## config.mk

```make
export PLATFORM = sky130hd
export DESIGN_NAME = hazard_control_unit
export DESIGN_NICKNAME = d
export VERILOG_FILES = /design/src/rtl/hazard_control_unit.sv
export SDC_FILE = /design/constraint.sdc
export NUM_CORES = 1
export LEC_CHECK = 0
export BUFFER_PORTS_ARGS = -buffer_cell sky130_fd_sc_hd__buf_2
export CORE_ASPECT_RATIO = 0.6
export CORE_MARGIN = 3
export CORE_UTILIZATION = 30
export DETAILED_ROUTE_END_ITERATION = 12
export PLACE_DENSITY = 0.46
export SYNTH_ARGS = -nofsm -noshare
export SYNTH_HDL_FRONTEND = slang
export SYNTH_SLANG_ARGS = --single-unit
```

## constraint.sdc

```tcl
create_clock -name i_clk -period 2.8 [get_ports i_clk]
set_input_delay 0.28 -clock i_clk [delete_from_list [all_inputs] [get_ports i_clk]]
set_output_delay 0.28 -clock i_clk [all_outputs]
set_load 0.01 [all_outputs]
```

## src/rtl/hazard_control_unit.sv

```systemverilog
// hazard_control_unit: load-use / taken-branch / multi-cycle EX hazard sequencer for the 5-stage pipeline,
// with saturating stall and flush performance counters.
module hazard_control_unit #(
    parameter int MC_LATENCY = 4
) (
    input  logic        i_clk,
    input  logic        i_reset,
    input  logic        i_ID_EX_MemRead,
    input  logic [4:0]  i_ID_EX_rd,
    input  logic [4:0]  i_IF_ID_rs1,
    input  logic [4:0]  i_IF_ID_rs2,
    input  logic        i_IF_ID_uses_rs2,
    input  logic        i_branch_taken,
    input  logic        i_ID_EX_multicycle,
    output logic        o_PC_Write,
    output logic        o_IF_ID_Write,
    output logic        o_flush,
    output logic        o_ID_EX_bubble,
    output logic        o_ID_EX_hold,
    output logic        o_EX_MEM_bubble,
    output logic        o_mc_busy,
    output logic [31:0] o_stall_cycles,
    output logic [31:0] o_flush_count
);
    localparam logic [1:0] S_RUN      = 2'd0;
    localparam logic [1:0] S_MC_STALL = 2'd1;
    localparam logic [1:0] S_MC_DONE  = 2'd2;
    localparam bit         MC_EN      = MC_LATENCY >= 2;
    localparam bit         MC_LONG    = MC_LATENCY >= 3;
    localparam logic [3:0] MC_INIT    = MC_LONG ? 4'(MC_LATENCY - 2) : 4'd0;

    logic [1:0]  r_state;
    logic [3:0]  r_cnt;
    logic [31:0] r_stall_cycles;
    logic [31:0] r_flush_count;
    logic        w_lu;
    logic        w_in_stall;
    logic        w_br;
    logic        w_mc_start;
    logic        w_mc;
    logic        w_lu_stall;

    // Priority: taken branch, then starting a multi-cycle op (RUN only), then load-use.
    always_comb begin
        w_lu       = i_ID_EX_MemRead && (i_ID_EX_rd != 5'd0) &&
                     ((i_ID_EX_rd == i_IF_ID_rs1) || (i_IF_ID_uses_rs2 && (i_ID_EX_rd == i_IF_ID_rs2)));
        w_in_stall = r_state == S_MC_STALL;
        w_br       = !w_in_stall && i_branch_taken;
        w_mc_start = MC_EN && (r_state == S_RUN) && i_ID_EX_multicycle && !i_branch_taken;
        w_mc       = w_in_stall || w_mc_start;
        w_lu_stall = !w_mc && !w_br && w_lu;
    end

    assign o_PC_Write      = i_reset && !w_mc && !w_lu_stall;
    assign o_IF_ID_Write   = !i_reset || w_br || w_mc || w_lu_stall;
    assign o_flush         = !i_reset || w_br;
    assign o_ID_EX_bubble  = !i_reset || w_br || w_lu_stall;
    assign o_ID_EX_hold    = i_reset && w_mc;
    assign o_EX_MEM_bubble = !i_reset || w_mc;
    assign o_mc_busy       = i_reset && w_mc;
    assign o_stall_cycles  = r_stall_cycles;
    assign o_flush_count   = r_flush_count;

    always_ff @(posedge i_clk) begin
        if (!i_reset) begin
            r_state        <= S_RUN;
            r_cnt          <= 4'd0;
            r_stall_cycles <= 32'd0;
            r_flush_count  <= 32'd0;
        end else begin
            if (w_in_stall) begin
                r_cnt   <= r_cnt - 4'd1;
                r_state <= (r_cnt == 4'd1) ? S_MC_DONE : S_MC_STALL;
            end else if (w_mc_start) begin
                r_cnt   <= MC_INIT;
                r_state <= MC_LONG ? S_MC_STALL : S_MC_DONE;
            end else begin
                r_state <= S_RUN;
            end
            if (!o_PC_Write && (r_stall_cycles != 32'hFFFF_FFFF))
                r_stall_cycles <= r_stall_cycles + 32'd1;
            if (w_br && (r_flush_count != 32'hFFFF_FFFF))
                r_flush_count <= r_flush_count + 32'd1;
        end
    end
endmodule

```

==> Word-level counts from Yosys, hierarchy flattened <==
Index checks and enable logic that the tools add are counted.
{ "totals": {"in_bits": 21, "elab_cells": 48, "output_inout_bits": 71, "register_bits": 70} }
{ "classes": {"n_eq_ne": 6, "n_mux": 5, "addsub": 3, "n_reduce_logical": 30} }
{ "ops": {"columns": ["cell", "count"], "rows": [
  ["adder 32 x 1 -> 32 bit (second input constant)", 2],
  ["inequality test 32 bit (second input constant)", 2],
  ["logical AND 1 bit", 13],
  ["equality test 5 bit", 2],
  ["2-to-1 mux 4 bit", 2],
  ["logical NOT 1 bit", 7],
  ["logical OR 1 bit", 7],
  ["nonzero test 5 bit", 1],
  ["equality test 4 x 1 -> 1 bit (second input constant)", 1],
  ["2-to-1 mux 2 bit", 2],
  ["subtractor 4 x 1 -> 4 bit (second input constant)", 1],
  ["equality test 2 x 1 -> 1 bit (second input constant)", 1],
  ["logical NOT 2 bit", 1],
  ["nonzero test 2 bit", 1],
  ["2-to-1 mux 1 bit", 1]
]} }

==> Depth between registers and ports, before layout <==
Gate-level depths: netlist of run 1.
{ "logic_depth": {"depth_word": 11, "mapped_depth": 9, "depth_no_buf": 7} }

==> Worst setup path after synthesis of run 1 <==
Ideal clock, no wire load.
{ "synth_timing": {"path_kind": "reg2reg", "from": "reg r_flush_count[24], in the netlist o_flush_count[24]", "to": "reg r_flush_count[10], in the netlist o_flush_count[10]", "stages_incl_launch_ff": 8, "path_slack_ns": 0.794, "arrival_ns": 1.878, "setup_time_ns": 0.128, "synth_period_minus_slack_ns": 2.006, "path_cell_list": "dfxtp_1 > nand4_1 > nor4_2 > a31oi_2 > buf_2 > nand4_1 > xor2_1 > nor2_1"} }
{ "synth_via": {"elab_chain_len": 2} }
{ "synth_rtl": {"columns": ["element", "line_no", "text"], "rows": [
  ["start: declaration", "35", "logic [31:0] r_flush_count;"],
  ["start signal: assignment", "83", "r_flush_count <= r_flush_count + 32'd1;"],
  ["inequality test 32 bit", "82", "if (w_br && (r_flush_count != 32'hFFFF_FFFF))"],
  ["logical AND 1 bit", "82", null]
]} }
No other way between the ends.
A chain may end at the register's enable or synchronous reset.

==> Worst setup path in the final report of run 1 <==
{ "layout_timing": {"from": "in i_ID_EX_rd[1]", "to": "out o_IF_ID_Write"} }
{ "layout_via": {"elab_chain_len": 6, "elab_cells_between_ends": 9} }
{ "layout_rtl": {"columns": ["element", "line_no", "text"], "rows": [
  ["start: declaration", "9", "input logic [4:0] i_ID_EX_rd,"],
  ["equality test 5 bit", "46", "((i_ID_EX_rd == i_IF_ID_rs1) || (i_IF_ID_uses_rs2 && (i_ID_EX_rd == i_IF_ID_rs2)));"],
  ["logical AND 1 bit", "46", null],
  ["logical OR 1 bit", "46", null],
  ["logical AND 1 bit (*)", "45", "w_lu = i_ID_EX_MemRead && (i_ID_EX_rd != 5'd0) &&"],
  ["logical AND 1 bit (*)", "51", "w_lu_stall = !w_mc && !w_br && w_lu;"],
  ["logical OR 1 bit (*)", "55", "assign o_IF_ID_Write = !i_reset || w_br || w_mc || w_lu_stall;"],
  ["end: declaration", "16", "output logic o_IF_ID_Write,"]
]} }
Every way passes the cells marked *; elsewhere a longest branch is shown, timed or not.

==> results of run 1 <==
## how the worst max path moves through the flow
stage                     slack (ns)  depth (start not counted)            endpoint         startpoint
after global routing            0.25                          6  o_stall_cycles[30]  o_stall_cycles[0]
after global placement          0.45                          7       o_IF_ID_Write      i_ID_EX_rd[1]
after floorplan                 0.79                          7   o_flush_count[10]  o_flush_count[24]
final                           0.43                          7       o_IF_ID_Write      i_ID_EX_rd[1]
after detailed placement        0.41                          8   o_stall_cycles[0]      i_ID_EX_rd[1]
after CTS                       0.43                          7       o_IF_ID_Write      i_ID_EX_rd[1]
## synth_stat cells (4+ instances only)
master	instances	area (µm²)
a21oi_1	23	115
mux2i_1	9	90.1
and3_1	12	75.1
clkbuf_1	6	22.5
o21bai_1	9	67.6
or4_1	10	75.1
inv_1	10	37.5
o31ai_1	9	67.6
nand4_1	24	150
nor3_1	4	20.0
and4_1	6	52.6
buf_2	4	20.0
nor2_1	46	173
nor4_1	12	75.1
dfxtp_1	70	1400
nand2_1	46	173
o21ai_0	12	60.1
xor2_1	23	201
ha_1	4	50.1
nand2b_1	9	56.3
nand3_1	29	145
or3_1	11	68.8
xnor2_1	13	114
## final cells by class
class,count,area [µm²]
Fill cell,1204,7010
Multi-Input combinational cell,343,2130
Sequential cell,70,1400
Timing Repair Buffer,101,531
Clock buffer,10,239
Tap cell,160,200
Clock inverter,5,50.0
Inverter,10,37.5
## power groups by stage
stage               registers [mW]  logic [mW]  clock network (mW)
floorplan                     1.05       0.104                   0
global placement              1.05       0.168                   0
detailed placement            1.05       0.171                   0
CTS                           1.02       0.171                1.17
global route                  1.03       0.190                1.21
finish                        1.02       0.169                1.13
## per-layer routing
| metal | global-route usage, % | part of all wire (%) |
|---|---|---|
| met4 | 4.00 | 0.70 |
| met2 | 19.6 | 36 |
| met5 | 0 | 0 |
| met3 | 5.24 | 7.0 |
| met1 | 25.2 | 56 |
## cells by family after synthesis
| logic type | synth area share [%] |
|---|---|
| multiplexers | 2.46 |
| adder cells (fa/ha/maj) | 1.37 |
| flip-flops | 38.3 |
| AO/OA/AOI/OAI | 13.3 |
| buffers and inverters | 3.55 |
| AND/OR/NAND/NOR | 32.5 |
| XOR/XNOR | 8.61 |
## critical path, cell delays in order
cell	delay, ns
buf_2	0.12
or4_1	0.55
o2111ai_1	0.35
inv_1	0.13
a21oi_2	0.40
nand2_1	0.09
buf_2	0.16
## stage by stage
step / hold WS (ns) / cells / cell area, µm²
2_1_floorplan: 0.440 / 441 / 3660
3_3_place_gp: 0.458 / 684 / 4300
3_5_place_dp: 0.461 / 684 / 4300
4_1_cts: 0.417 / 699 / 4590
5_1_grt: 0.479 / 699 / 4590
6_report: 0.423 / 699 / 4590
## sequential cells by signal (all words and copies together), names as in the netlist
register and flops:
o_stall_cycles 32, o_flush_count 32, r_cnt 4, r_state 2
==> impl_metrics.tcl, run 1 <==
set metrics [dict create \
    synth.cell_area_mm2 0.00366 \
    port_buffers 91 \
    worstMarginPinSlew_ns 0.703 \
    reg2reg_to "o_stall_cycles[22]" \
    start_util_pct 31.6 \
    cp_max_fo 10 \
    ys_warn_count 0 \
    worstSetupPathType "in -> out" \
    fmaxAchievable_mhz 423 \
    grt_pass1_vias 3247 \
    die_h_um 91.6 \
    cts_root_buf "clkbuf_16" \
    track_usage_pct 15.8 \
    vias 3527 \
    layout_common_cells "buf_2, dfxtp_1, nand2_1, nor2_1, nand3_1" \
    layout.nets 560 \
    antenna_left 0 \
    ys_ff_latch 70 \
    tns_ns 0 \
    status "complete, no violations" \
    netSwitchingPower_mw 0.546 \
    rsz0062_at_grt "false" \
    ff2ff_setup_slack_ns 0.46 \
    synth_ff_type "dfxtp_1" \
    overflow 0 \
    pre_cts_ws_ns 0.413 \
    required_ns 2.52 \
    start_kind "input port" \
    p_sw_share_pct 23.5 \
    ff2ff_path_depth 6 \
    io-pin-count 92 \
    grt_pass1_wl_mm 17.2 \
    antenna_found_initial 0 \
    slew_headroom_pct 53.1 \
    p_leak_nw 1.84 \
    finalClockSkew_ns 0.00862 \
    yosysUniqueCellTypes 54 \
    setup_slack_ns 0.433 \
    diodes 0 \
    final_util_pct 39.6 \
    cts_resized 0 \
    min_to "r_cnt[3]" \
    pwr-share-clk_pct 48.7 \
    cp-end-kind "output pin" \
    hold_depth 5 \
    post_drt_via_cell_ratio 5.05 \
    die_w_um 149 \
    synth_cells 441 \
    yosysSeqAreaShare_pct 38.3 \
    dr.pass1.iters 4 \
    powerDensity_mw_per_mm2 506 \
    finalPower_mw 2.32 \
    drive_gt1_share_pct 24.5 \
    setup_viol 0 \
    avgRoutedWirePerCell_um 15.2 \
    drv_slew 0 \
    postCtsSetupBuffers 0 \
    cts-htree-levels 3 \
    avgSynthCellArea_um2 8.30 \
    clkSinkCount 70 \
    cts_buffer_depth 2 \
    rows 30 \
    power_frac_seq_pct 44.1 \
    maxCapViolCount 0 \
    hpwl_mm 7.94 \
    synth_edf_count 0 \
    layout_commonest_cell "buf_2" \
    min_from "i_branch_taken" \
    drt-initial-drc-count 226 \
    cell_internal_pwr_mw 1.78 \
    fin_crit_sh_pct 84.5 \
    numCtsBuffers 9 \
    cts_tree "yes" \
    core_area_mm2 0.0116 \
    min_path_type "in -> reg" \
    combPwrFrac_pct 7.3 \
    areaGrowthSynthToFinish_pct 25.3 \
    drc 0 \
    worst_ep_arrival_time_ns 2.09 \
    grt_max_degree 34 \
    ir_drop_v 0.000261 \
    hold_viol_final 0 \
    routed_wl_mm 10.6 \
    clk_pin_slew_ns 0.05 \
    die_area_mm2 0.0136 \
    clk_latency_ns 0.33 \
    synthArstFlopShare_pct 0 \
    gp_congestion 0.750 \
    min_period_ns 2.37 \
    ctsHoldBuffers 0 \
    rr_startpoint "o_stall_cycles[0]" \
    syn_nets 466 \
]
(Power assumes the default switching activity.)
==> run 2, diff against run 1 <==
Settings changed: PLACE_DENSITY 0.46 to 0.48.
Clock period 2.8 ns to 2.1 ns, I/O delays scaled along.
==> run 2 against run 1 <==
Net effect:
- cell count rose by 9.2%
- global-route usage rose by 0.14 points
- worst hold slack got worse by 0.15 ns
- design area rose by 15%
- sequential share of layout area fell by 3.9 points
- core utilization rose by 6.0 points
- die area did not move
- critical path type unchanged
- total power rose by 37%
- wire length rose by 4.2%
- via count rose by 7.5%
- largest cell class unchanged
- combinational power rose by 82%
- critical path depth rose by 2
==> impl_metrics.tcl, run 2 (same netlist as run 1, synthesis figures left out) <==
set metrics [dict create \
    n_fill_cell 1126 \
    rows 30 \
    clk_pin_slew_ns 0.06 \
    maxCapViolCount 0 \
    finalClockSkew_ns 0.00786 \
    layout_commonest_cell "buf_2" \
    drive_gt1_share_pct 35.2 \
    io-pin-count 92 \
    vias 3791 \
    worst_ep_arrival_time_ns 1.80 \
    clkSinkCount 70 \
    cts-htree-levels 3 \
    die_w_um 149 \
    grt_max_degree 23 \
    die_area_mm2 0.0136 \
    cp-end-kind "output pin" \
    status "complete, no violations" \
    min_period_ns 2.01 \
    cts_buffer_depth 2 \
    cp_max_fo 5 \
    min_from "i_reset" \
    routed_wl_mm 11.1 \
    fin_crit_sh_pct 95.6 \
    overflow 0 \
    dr.pass1.iters 4 \
    required_ns 1.89 \
    postPlaceCellArea_mm2 0.00475 \
    core_area_mm2 0.0116 \
    die_h_um 91.6 \
    grt_pass1_wl_mm 17.5 \
    setup_viol 0 \
    min_path_type "in -> reg" \
    gp_congestion 0.783 \
    slew_headroom_pct 59.6 \
    min_to "o_stall_cycles[13]" \
    tns_ns 0 \
    areaGrowthSynthToFinish_pct 44.2 \
    drv_slew 0 \
    layout_common_cells "buf_2, buf_4, dfxtp_1, nor2_1, nand2_1" \
    ff2ff_path_depth 7 \
    track_usage_pct 16.0 \
    ir_drop_v 0.000349 \
    hold_viol_final 0 \
    regArea_mm2 0.00141 \
    diodes 0 \
    port_buffers 91 \
    antenna_found_initial 0 \
    cts_tree "yes" \
    worstSetupPathType "in -> out" \
    grt_pass1_vias 3397 \
    hpwl_mm 8.36 \
    layout.nets 624 \
    reg2reg_to "o_flush_count[25]" \
    worstMarginPinSlew_ns 0.602 \
    p_leak_nw 2.25 \
    fmaxAchievable_mhz 498 \
    start_util_pct 31.6 \
    multiInputGateArea_mm2 0.00225 \
    ctsHoldBuffers 0 \
    final_area_mm2 0.00528 \
    clk_latency_ns 0.33 \
    post_drt_via_cell_ratio 4.97 \
    start_kind "input port" \
    antenna_left 0 \
    avgRoutedWirePerCell_um 14.5 \
    drc 0 \
    numCtsBuffers 9 \
    rr_startpoint "o_flush_count[11]" \
    ff2ff_setup_slack_ns 0.12 \
    cts_root_buf "clkbuf_16" \
    final_util_pct 45.5 \
    powerDensity_mw_per_mm2 602 \
    drt-initial-drc-count 250 \
    hold_depth 3 \
]
## run 2: cell types whose count changed in the layout (fill, tap and decap cells not counted), sizes merged
cell / before / now
buf: 101 / 163
clkinv: 5 / 3
clkbuf: 10 / 13
clkinvlp: 0 / 1
## run 2: critical path, cell delays in order
cell,delay [ns]
buf_2,0.12
or4_4,0.54
o2111ai_4,0.22
buf_6,0.13
inv_2,0.04
a21oi_4,0.20
buf_12,0.15
nand2_1,0.04
buf_2,0.13
## run 2: cell type report
class / instances / share of cell area (%)
Sequential cell: 70 / 26.6
Clock buffer: 11 / 4.60
Multi-Input combinational cell: 343 / 42.5
Clock inverter: 4 / 0.900
Tap cell: 160 / 3.79
Timing Repair Buffer: 165 / 20.8
Inverter: 10 / 0.711
## run 2: what timing repair did
action / in CTS / in global routing
pin swaps: 0 / 7
gates resized for setup: 2 / 24
gates cloned: 0 / 2
buffers inserted: 0 / 5
setup endpoints to repair: 4 / 30
## run 2: power by group
part           internal (mW)  total (mW)  switching (mW)
clock network          0.941        1.51           0.569
registers               1.35        1.36          0.0152
logic                  0.142       0.307           0.166
total                   2.43        3.18           0.750
## run 2: worst max-delay path by stage
stage | start | to | cells after the start
after CTS | r_state[1] | o_stall_cycles[30] | 7
final | i_ID_EX_rd[4] | o_IF_ID_Write | 9
after global routing | o_stall_cycles[11] | o_stall_cycles[20] | 7
after detailed placement | i_ID_EX_rd[1] | o_stall_cycles[16] | 8
after floorplan | o_flush_count[24] | o_flush_count[10] | 7
after global placement | o_flush_count[18] | o_flush_count[25] | 7
## run 2: per-stage QoR
| stage | hold WS (ns) | std cells | setup slack (ns) | power (mW) |
|---|---|---|---|---|
| 2_1_floorplan | 0.440 | 441 | 0.0943 | 1.53 |
| 3_3_place_gp | 0.456 | 741 | 0.0440 | 1.65 |
| 3_5_place_dp | 0.463 | 741 | -0.0451 | 1.65 |
| 4_1_cts | 0.254 | 756 | -0.00483 | 3.18 |
| 5_1_grt | 0.288 | 763 | -0.0125 | 3.31 |
| 6_report | 0.276 | 763 | 0.0930 | 3.18 |
## run 2: routing by layer
| metal | vias to the layer above | GRT usage [%] | part of all wire [%] |
|---|---|---|---|
| li1 | 1918 | - | - |
| met1 | 1756 | 25.4 | 56 |
| met2 | 110 | 20.4 | 38 |
| met3 | 7 | 4.49 | 5.9 |
| met4 | 0 | 3.69 | 0.53 |
| met5 | - | 0 | 0 |
==> run 3, diff against run 2 <==
Settings changed: PLACE_DENSITY 0.48 to unset.
==> run 3 against run 2 <==
Net effect:
- non-clock buffer count is 17 lower
- sequential share of layout area increased by 1.1 points
- first-iteration DRC count shrank 24%
- cell count decreased by 2.1%
- via count fell by 0.71%
- critical endpoint is now o_flush_count[25]
==> impl_metrics.tcl, run 3 (same netlist as run 1, synthesis figures left out) <==
set metrics [dict create \
    core_area_mm2 0.0116 \
    cts-htree-levels 3 \
    slew_headroom_pct 68.8 \
    worstMarginPinSlew_ns 0.468 \
    drt-initial-drc-count 189 \
    final_util_pct 43.8 \
    diodes 0 \
    pwr-share-clk_pct 50.1 \
    cts_tree "yes" \
    cp_max_fo 4 \
    setup_viol 0 \
    finalPower_mw 3.25 \
    status "complete, no violations" \
    cts_buffer_depth 2 \
    die_w_um 149 \
    cell_internal_pwr_mw 2.52 \
    vias 3764 \
    cts_root_buf "clkbuf_16" \
    min_period_ns 2.02 \
    track_usage_pct 15.6 \
    power_frac_seq_pct 42.0 \
    fmaxAchievable_mhz 496 \
    drv_slew 0 \
    drive_gt1_share_pct 32.5 \
    grt_max_degree 32 \
    p_sw_share_pct 22.3 \
    die_h_um 91.6 \
    worstSetupPathType "reg -> reg" \
    fin_crit_sh_pct 96.0 \
    powerDensity_mw_per_mm2 639 \
    min_path_type "in -> reg" \
    io-pin-count 92 \
    post_drt_via_cell_ratio 5.04 \
    grt_pass1_vias 3396 \
    drc 0 \
    ctsHoldBuffers 0 \
    path_delay_family "simple AND/OR/NAND/NOR gates" \
    combPwrFrac_pct 7.9 \
    start_kind "register" \
    clk_pin_slew_ns 0.05 \
    ir_drop_v 0.000348 \
    overflow 0 \
    avgRoutedWirePerCell_um 14.6 \
    layout.nets 607 \
    routed_wl_mm 10.9 \
    start_util_pct 31.6 \
    slowest_stage "or4_4" \
    n_fill_cell 1176 \
    gp_congestion 0.794 \
    antenna_left 0 \
    worstPathCellList "nand4_2 -> or4_4 -> a2111oi_4 -> buf_4 -> nand2_2 -> or2_1 -> a21oi_2" \
    hold_viol_final 0 \
    numCtsBuffers 9 \
    antenna_found_initial 0 \
    dr.pass1.iters 6 \
    clk_latency_ns 0.32 \
    clkSinkCount 70 \
    worst_ep_arrival_time_ns 2.27 \
    port_buffers 91 \
    rows 30 \
    cp-end-kind "register" \
    cp_num_buf_inv 1 \
    finalClockSkew_ns 0.00568 \
    p_leak_nw 2.13 \
    maxCapViolCount 0 \
    slowest_delay_ns 0.53 \
    layout_common_cells "buf_2, dfxtp_1, buf_4, nor2_1, nand2_1" \
    required_ns 2.36 \
    areaGrowthSynthToFinish_pct 38.6 \
    rsz0062_at_grt "false" \
    layout_commonest_cell "buf_2" \
    hpwl_mm 8.20 \
    grt_pass1_wl_mm 17.1 \
    netSwitchingPower_mw 0.724 \
    die_area_mm2 0.0136 \
]
run 3: cell count changes in the layout (fill, tap and decap cells not counted), sizes merged:
cell      delta
buf         -15
bufinv       +1
clkbuf       -1
clkinvlp     -1
run 3: repair_timing:
item	CTS	global route
gates resized for setup	4	14
buffers inserted	0	5
endpoints found under the setup margin	4	23
pin swaps	0	7
run 3: area by class of cell:
class                   count  area, µm²  area share, %
inverters                  10       37.5          0.739
clock inverters             4       70.1           1.38
multi-input cells         343       2210           43.5
well taps                 160        200           3.94
clock buffers              12        246           4.86
repair buffers            148        908           17.9
flip-flops and latches     70       1410           27.7
run 3: metal layers:
| layer | track usage [%] | share of wire, % | vias to the layer above |
|---|---|---|---|
| met4 | 3.23 | 0.76 | 0 |
| met2 | 21.9 | 40 | 97 |
| li1 | - | - | 1890 |
| met5 | 0 | 0 | - |
| met1 | 23.2 | 52 | 1769 |
| met3 | 4.54 | 6.7 | 8 |
run 3: final timing paths:
| kind | start | end | slack [ns] | depth (start not counted) |
|---|---|---|---|---|
| setup / recovery | o_flush_count[18] | o_flush_count[25] | 0.08 | 7 |
| hold / removal | i_reset | o_flush_count[14] | 0.20 | 2 |
| setup reg to reg | o_flush_count[18] | o_flush_count[25] | 0.08 | 7 |
| hold reg to reg | o_stall_cycles[22] | o_stall_cycles[22] | 0.49 | 2 |
run 3: metrics by stage:
step / std cells / TNS, ns / hold slack [ns] / cell area, µm² / worst slack, ns
after floorplan: 441 / 0 / 0.440 / 3660 / 0.0943
after global placement: 726 / -0.0416 / 0.461 / 4630 / -0.0131
after detailed placement: 726 / -0.0244 / 0.482 / 4630 / -0.0209
after CTS: 742 / 0 / 0.187 / 4970 / 0.0172
after global routing: 747 / 0 / 0.203 / 5080 / 0.0155
final: 747 / 0 / 0.200 / 5080 / 0.0849
run 3: power groups by stage:
stage                     clock (mW)  sequential, mW  combinational (mW)
after floorplan                    0            1.39               0.138
after CTS                       1.67            1.36               0.252
after detailed placement           0            1.39               0.246
after global placement             0            1.39               0.240
final                           1.63            1.36               0.256
after global routing            1.72            1.37               0.285
